--- src/rtl/alu_dut_top_if.sv ---
// alu_dut_top_if: request/response bundle between the ALU bench and the ALU.
interface alu_dut_top_if #(
    parameter int WIDTH = 8
) ();
    logic             valid_in;
    logic [3:0]       op;
    logic [WIDTH-1:0] a;
    logic [WIDTH-1:0] b;
    logic             valid_out;
    logic [WIDTH-1:0] result;
    logic             carry;
    logic             zero;
    logic             negative;
    logic             overflow;

    modport master (
        output valid_in, op, a, b,
        input  valid_out, result, carry, zero, negative, overflow
    );

    modport slave (
        input  valid_in, op, a, b,
        output valid_out, result, carry, zero, negative, overflow
    );
endinterface

--- src/rtl/alu_dut_top.sv ---
// alu_dut_top: registered single-cycle ALU; every accepted request updates result and flags one edge later.
module alu_dut_top #(
    parameter int WIDTH = 8,
    parameter int SHW   = $clog2(WIDTH)
) (
    input  logic          clk,
    input  logic          reset,
    alu_dut_top_if.slave  bus
);
    localparam logic [3:0] ADD = 4'd0,  SUB = 4'd1,  AND = 4'd2,  OR  = 4'd3,
                           XOR = 4'd4,  NOT = 4'd5,  SHL = 4'd6,  SHR = 4'd7,
                           SRA = 4'd8,  ROL = 4'd9,  ROR = 4'd10, INC = 4'd11,
                           DEC = 4'd12, MUL = 4'd13, SLT = 4'd14, EQ  = 4'd15;
    localparam int M = WIDTH - 1;

    logic [WIDTH-1:0]   a, b, y, result_d, result_q;
    logic [SHW-1:0]     n;
    logic [WIDTH:0]     sum, dif, shl, shr, sra;
    logic [2*WIDTH-1:0] prod, rl, rr;
    logic               carry_d, overflow_d, carry_q, zero_q, negative_q, overflow_q, valid_q;

    assign a = bus.a;
    assign b = bus.b;
    assign n = b[SHW-1:0];
    // INC/DEC reuse the adder and subtractor with a constant second operand
    assign y    = (bus.op == INC || bus.op == DEC) ? {{(WIDTH-1){1'b0}}, 1'b1} : b;
    assign sum  = {1'b0, a} + {1'b0, y};
    assign dif  = {1'b0, a} - {1'b0, y};
    // One guard bit catches the last bit shifted out; it stays 0 when n is 0
    assign shl  = {1'b0, a} << n;
    assign shr  = {a, 1'b0} >> n;
    assign sra  = $signed({a, 1'b0}) >>> n;
    assign prod = {{WIDTH{1'b0}}, a} * {{WIDTH{1'b0}}, b};
    assign rl   = {a, a} << n;
    assign rr   = {a, a} >> n;

    always_comb begin
        result_d   = a;
        carry_d    = 1'b0;
        overflow_d = 1'b0;
        case (bus.op)
            ADD, INC: begin
                result_d   = sum[M:0];
                carry_d    = sum[WIDTH];
                overflow_d = (a[M] == y[M]) && (sum[M] != a[M]);
            end
            SUB, DEC: begin
                result_d   = dif[M:0];
                carry_d    = dif[WIDTH];
                overflow_d = (a[M] != y[M]) && (dif[M] != a[M]);
            end
            AND: result_d = a & b;
            OR:  result_d = a | b;
            XOR: result_d = a ^ b;
            NOT: result_d = ~a;
            SHL: {carry_d, result_d} = shl;
            SHR: {result_d, carry_d} = shr;
            SRA: {result_d, carry_d} = sra;
            ROL: result_d = rl[2*WIDTH-1:WIDTH];
            ROR: result_d = rr[M:0];
            MUL: begin
                result_d = prod[M:0];
                carry_d  = |prod[2*WIDTH-1:WIDTH];
            end
            SLT: result_d = {{(WIDTH-1){1'b0}}, $signed(a) < $signed(b)};
            EQ:  result_d = {{(WIDTH-1){1'b0}}, a == b};
            default: result_d = a;
        endcase
    end

    always_ff @(posedge clk or negedge reset) begin
        if (!reset) begin
            valid_q    <= 1'b0;
            result_q   <= '0;
            carry_q    <= 1'b0;
            zero_q     <= 1'b0;
            negative_q <= 1'b0;
            overflow_q <= 1'b0;
        end else begin
            valid_q <= bus.valid_in;
            if (bus.valid_in) begin
                result_q   <= result_d;
                carry_q    <= carry_d;
                zero_q     <= result_d == '0;
                negative_q <= result_d[M];
                overflow_q <= overflow_d;
            end
        end
    end

    assign bus.valid_out = valid_q;
    assign bus.result    = result_q;
    assign bus.carry     = carry_q;
    assign bus.zero      = zero_q;
    assign bus.negative  = negative_q;
    assign bus.overflow  = overflow_q;
endmodule

--- src/flat_wrapper.sv ---
// flat-port wrapper written by rule: the top's interface ports become plain ports
module alu_dut_top_flat 
#(
    parameter int WIDTH = 8,
    parameter int SHW   = $clog2(WIDTH)
)
  (clk, reset, bus_valid_in, bus_op, bus_a, bus_b, bus_valid_out, bus_result, bus_carry, bus_zero, bus_negative, bus_overflow);
  alu_dut_top_if #(.WIDTH(WIDTH)) bus_i ();
  input  logic clk;
  input  logic reset;
  input wire logic [$bits(bus_i.valid_in)-1:0] bus_valid_in;
  input wire logic [$bits(bus_i.op)-1:0] bus_op;
  input wire logic [$bits(bus_i.a)-1:0] bus_a;
  input wire logic [$bits(bus_i.b)-1:0] bus_b;
  output wire logic [$bits(bus_i.valid_out)-1:0] bus_valid_out;
  output wire logic [$bits(bus_i.result)-1:0] bus_result;
  output wire logic [$bits(bus_i.carry)-1:0] bus_carry;
  output wire logic [$bits(bus_i.zero)-1:0] bus_zero;
  output wire logic [$bits(bus_i.negative)-1:0] bus_negative;
  output wire logic [$bits(bus_i.overflow)-1:0] bus_overflow;
  assign bus_i.valid_in = bus_valid_in;
  assign bus_i.op = bus_op;
  assign bus_i.a = bus_a;
  assign bus_i.b = bus_b;
  assign bus_valid_out = bus_i.valid_out;
  assign bus_result = bus_i.result;
  assign bus_carry = bus_i.carry;
  assign bus_zero = bus_i.zero;
  assign bus_negative = bus_i.negative;
  assign bus_overflow = bus_i.overflow;
  alu_dut_top #(.WIDTH(WIDTH), .SHW(SHW)) u_core (.clk(clk), .reset(reset), .bus(bus_i));
endmodule
--- config.mk ---
export PLATFORM = sky130hd
export DESIGN_NAME = alu_dut_top_flat
export DESIGN_NICKNAME = d
export VERILOG_FILES = /design/src/rtl/alu_dut_top_if.sv /design/src/rtl/alu_dut_top.sv /design/src/flat_wrapper.sv
export SDC_FILE = /design/constraint.sdc
export NUM_CORES = 1
export LEC_CHECK = 0
export BUFFER_PORTS_ARGS = -buffer_cell sky130_fd_sc_hd__buf_2
export CAP_MARGIN = 20
export CORE_ASPECT_RATIO = 1.25
export CORE_MARGIN = 4
export CORE_UTILIZATION = 55
export CTS_CLUSTER_SIZE = 14
export DETAILED_ROUTE_END_ITERATION = 12
export PLACE_DENSITY = 0.74
export SLEW_MARGIN = 20
export SYNTH_ARGS = -nofsm -noshare
export SYNTH_HDL_FRONTEND = slang
export SYNTH_SLANG_ARGS = --single-unit
--- constraint.sdc ---
create_clock -name clk -period 1.2 [get_ports clk]
set_input_delay 0.24 -clock clk [delete_from_list [all_inputs] [get_ports clk]]
set_output_delay 0.24 -clock clk [all_outputs]
set_load 0.03 [all_outputs]
==> results of run 1 <==
per-layer routing:
layer / overflow / global-route usage
met5: 0 / 0.0392
met4: 8 / 0.680
met3: 0 / 0.518
met2: 22 / 0.818
met1: 1 / 0.690
timing repair:
item / in CTS
pin swaps: 58
setup buffers: 23
endpoints found under the hold margin: 12
endpoints found under the setup margin: 11
hold buffers: 1
gates resized for setup: 147
cell families after synthesis:
family | count (synthesis) | share of synthesized area
AOI/OAI and AO/OA | 177 | 0.220
adders and majority gates | 116 | 0.327
and+or+nand+nor | 212 | 0.197
buffers and inverters | 132 | 0.103
muxes | 33 | 0.0803
DFF | 12 | 0.0565
xor gates and xnor gates | 10 | 0.0165
through the flow:
step	utilization	hold WS (ps)	area, µm²
2_1_floorplan	-	-55.6	5720
3_3_place_gp	0.757	119	7020
3_5_place_dp	0.757	129	7020
4_1_cts	0.851	371	7890
==> out/qor.yml, run 1 <==
status: "did not finish"
haltStage: "5_1_grt"
error_line: "[ERROR GRT-0232] Routing congestion too high. Check the congestion heatmap in the GUI."
yosys_warnings: 0
syn_nets: 831
cts_buffer_depth: 2
synth-async-reset-ratio: 1.00
io_buffers: 35
place_ws_ps: -3350
htreeDepth: 1
synth_seq_cells: 12
yosysUniqueCellTypes: 71
numPlacedInstances: 987
place_congestion: 0.982
synth_largest_area_cell: "ha_1"
synth_area_leaders: "ha_1 (18%), fa_1 (14%), inv_1 (6.6%), dfrtp_1 (5.7%), nand2_1 (5.0%)"
yosys.area.top_type_share: 0.184
io_pins: 36
grt_max_degree: 28
synth.yosys.seq_area_share: 0.0565
syn_area_um2: 5310
start_util: 0.573
gr-total-overflow: 31
cts.sinks: 12
dp_hpwl_um: 16700
cts_buffers: 3
synth_common_cells: "inv_1 (94), ha_1 (78), nand2_1 (71), nor2_1 (55), a21oi_1 (42)"
num_rows: 39
synth.most_common_cell: "inv_1"
syn_avg_cell_area_um2: 7.68
root_buffer: "clkbuf_16"
syn-instance-count: 692
dieHeight_um: 118
synth_flop_cell: "dfrtp_1"
worst-ep-kind: "register input"
synth_edf_count: 0
track_usage: 0.675
crit_endpoint: "u_core.bus.carry$_DFFE_PN0P_/D"
die_width_um: 95.9
==> run 2, diff against run 1 <==
Settings changed: CORE_ASPECT_RATIO 1.25 to not set, CORE_UTILIZATION 55 to 40, CTS_CLUSTER_SIZE 14 to not set, PLACE_DENSITY 0.74 to not set, PLACE_DENSITY_LB_ADDON set to 0.15.
==> run 2 against run 1 <==
The flow now finishes, with violations (setup timing). Area after synthesis stayed put. Synthesized cell count is the same.
==> out/qor.yml, run 2 <==
rr_startpoint: "u_core.bus.result[1]"
skew_ps: 0
critPathKind: "primary input to register"
path_buf_inv: 3
largest_reg_flops: 7
ant_nets: 0
cts.clk_slew.worst_paths_ps: 40
cts_tree: "built"
cts_buffer_depth: 2  # unchanged
synth-async-reset-ratio: 1.00  # unchanged
grt_pass1_wl_um: 32000
viasPerCell: 5.59
yosysUniqueCellTypes: 71  # unchanged
core_region_area_um2: 12800
power_density_nw_per_um2: 1060
cp_slowest_cell: "fa_1"
synth_seq_cells: 12  # unchanged
mostFrequentLayoutCell: "buf_4"
syn-instance-count: 692  # unchanged
setup_viol: 11
synth_largest_area_cell: "ha_1"
final_nets: 1035
crit_start: "bus_a[7]"
vias: 5962
synth.most_common_cell: "inv_1"
finalCritPeriodShare: 3.35
cp_common_cell: "fa_1"
dp_hpwl_um: 15800  # -5.2%
antennaDiodeCount: 0
syn_nets: 831  # unchanged
cp.arrival_ps: 4130
design_area_um2: 8330
synth_compound_area_frac: 0.220  # unchanged
drtIter0Drc: 458
synth_edf_count: 0  # unchanged
synthMuxAreaShare: 0.0803  # unchanged
synth-xor-area-share: 0.0165  # unchanged
r2r-end: "u_core.bus.result[1]"
synth_common_cells: "inv_1 (94), ha_1 (78), nand2_1 (71), nor2_1 (55), a21oi_1 (42)"
yosys.area.top_type_share: 0.184  # unchanged
crit_end: "u_core.bus.carry"
maxCapViolations: 0
layout.cells.non_filler: 1067
firstDrtPassIters: 5
clk_latency_ps: 240
post_dp_cell_area_um2: 7120  # +1.6%
max_freq_ghz: 0.248
yosys_warnings: 0  # unchanged
drt-total-wl_um: 20300
start_kind: "primary input"
reg2reg_depth: 1
drc: 0
grt_setup_unrepaired: "yes"
cp-end-kind: "register"
numPlacedInstances: 1039  # +5.3%
layout-drive-gt1-share: 0.455
final_cell_mix: "buf_4 (179), inv_1 (68), nand2_1 (55), nor2_1 (49), ha_1 (44)"
finalMaxSlewViolations: 0
cts_buffers: 3  # unchanged
synth_fa_ha_area_frac: 0.327  # unchanged
worst_pin_slew_ps: 633
synth.yosys.seq_area_share: 0.0565  # unchanged
ir_drop_mv: 0.911
hold_viol_final: 0
synth_flop_cell: "dfrtp_1"
ff2ff_setup_slack_ps: 440
synth-simple-area-share: 0.197  # unchanged
start_util: 0.414  # -0.159
num_rows: 41  # +5.1%
grt_max_degree: 28
synth_top_family_by_area: "adder cells"
track_usage: 0.268
hp-class: "primary input to register"
num-fill-cells: 1087
place_ws_ps: -3120  # +230 ps
root_buffer: "clkbuf_16"
antenna_found_initial: 0
crit_family: "adder cells"
maxSlewHeadroom: 0.573
crit_fanout: 7
status: "complete, but fails checks"
syn_avg_cell_area_um2: 7.68  # unchanged
leakagePower_uw: 0.00389
cp.depth: 17
grt_pass1_vias: 5960
violations: "setup timing"
fin_ws_ps: -2820
dieArea_um2: 15200
synth_area_leaders: "ha_1 (18%), fa_1 (14%), inv_1 (6.6%), dfrtp_1 (5.7%), nand2_1 (5.0%)"
worst_ep_required_time_ps: 1310
wl_per_cell_um: 19.0
cts.sinks: 12  # unchanged
io_buffers: 35  # unchanged
syn_area_um2: 5310  # unchanged
timing.final.crit_period_ps: 4020
die_width_um: 123  # +29%
place_congestion: 0.989  # +0.79%
slowest_delay_ps: 510
syn_to_final_growth_pct: 56.8
io_pins: 36  # unchanged
htreeDepth: 1  # unchanged
dieHeight_um: 123  # +4.6%
cp_cell_sequence: "buf_2 > nand2_2 > fa_1 > fa_1 > fa_1 > inv_1 > fa_1 > ha_4 > a21oi_4 > a21oi_2 > o21bai_1 > o311ai_1 > a21oi_1 > nand4_1 > nor4_2 > buf_4 > o211ai_1"
gr-total-overflow: 0
run 2: cell counts after synthesis:
Identical to the previous run, type by type.
run 2: worst min path at each step:
stage	from	end	slack (ps)	cells past startpoint
floorplan	reset	u_core.bus.carry	-60	0
global placement	reset	u_core.bus.result[1]	130	1
detailed placement	reset	u_core.bus.result[1]	140	1
CTS	bus_valid_in	u_core.bus.valid_out	380	2
global route	bus_valid_in	u_core.bus.valid_out	390	2
finish	bus_valid_in	u_core.bus.valid_out	390	2
run 2: cells by family after synthesis:
| group | count (synthesis) |
|---|---|
| buf+inv | 132 |
| simple gates | 212 |
| xor+xnor | 10 |
| mux | 33 |
| flops | 12 |
| compound gates | 177 |
| fa+ha+maj | 116 |
run 2: routing by layer:
| layer | track usage | wire [µm] |
|---|---|---|
| met4 | 0.0969 | 771 |
| met5 | 0 | 0 |
| met1 | 0.384 | 9020 |
| met2 | 0.414 | 9220 |
| met3 | 0.0361 | 1280 |
run 2: metrics by stage:
| step | power (µW) | utilization | setup TNS [ps] | hold WS (ps) |
|---|---|---|---|---|
| finish | 8810 | 0.650 | -21110 | 388 |
| global route | 9500 | 0.650 | -22320 | 393 |
| CTS | 8110 | 0.624 | -21090 | 377 |
| detailed placement | 6710 | 0.556 | -26060 | 137 |
| global placement | 6520 | 0.556 | -25720 | 130 |
| floorplan | 4650 | - | -20210 | -55.6 |
run 2: area by class of cell:
cell class              count  area [µm²]  share of cell area
clock buffers               4        88.8              0.0107
inverters                  96         395              0.0474
multi-input cells         548        5370               0.644
flip-flops and latches     12         300              0.0360
well taps                 172         215              0.0258
repair buffers            235        1960               0.236
run 2: repair_timing:
action                                  4_1_cts  5_1_grt
endpoints found under the setup margin       11       11
pin swaps                                    77       65
hold endpoints to repair                     12        0
setup buffers                                20        7
hold buffers                                  1        0
gates resized for setup                     147       59
run 2: report_power, final:
part | switching, µW | internal, µW
Sequential | 35.5 | 473
Combinational | 3840 | 3790
Clock | 171 | 503
Power figures use the tool's default switching activity.
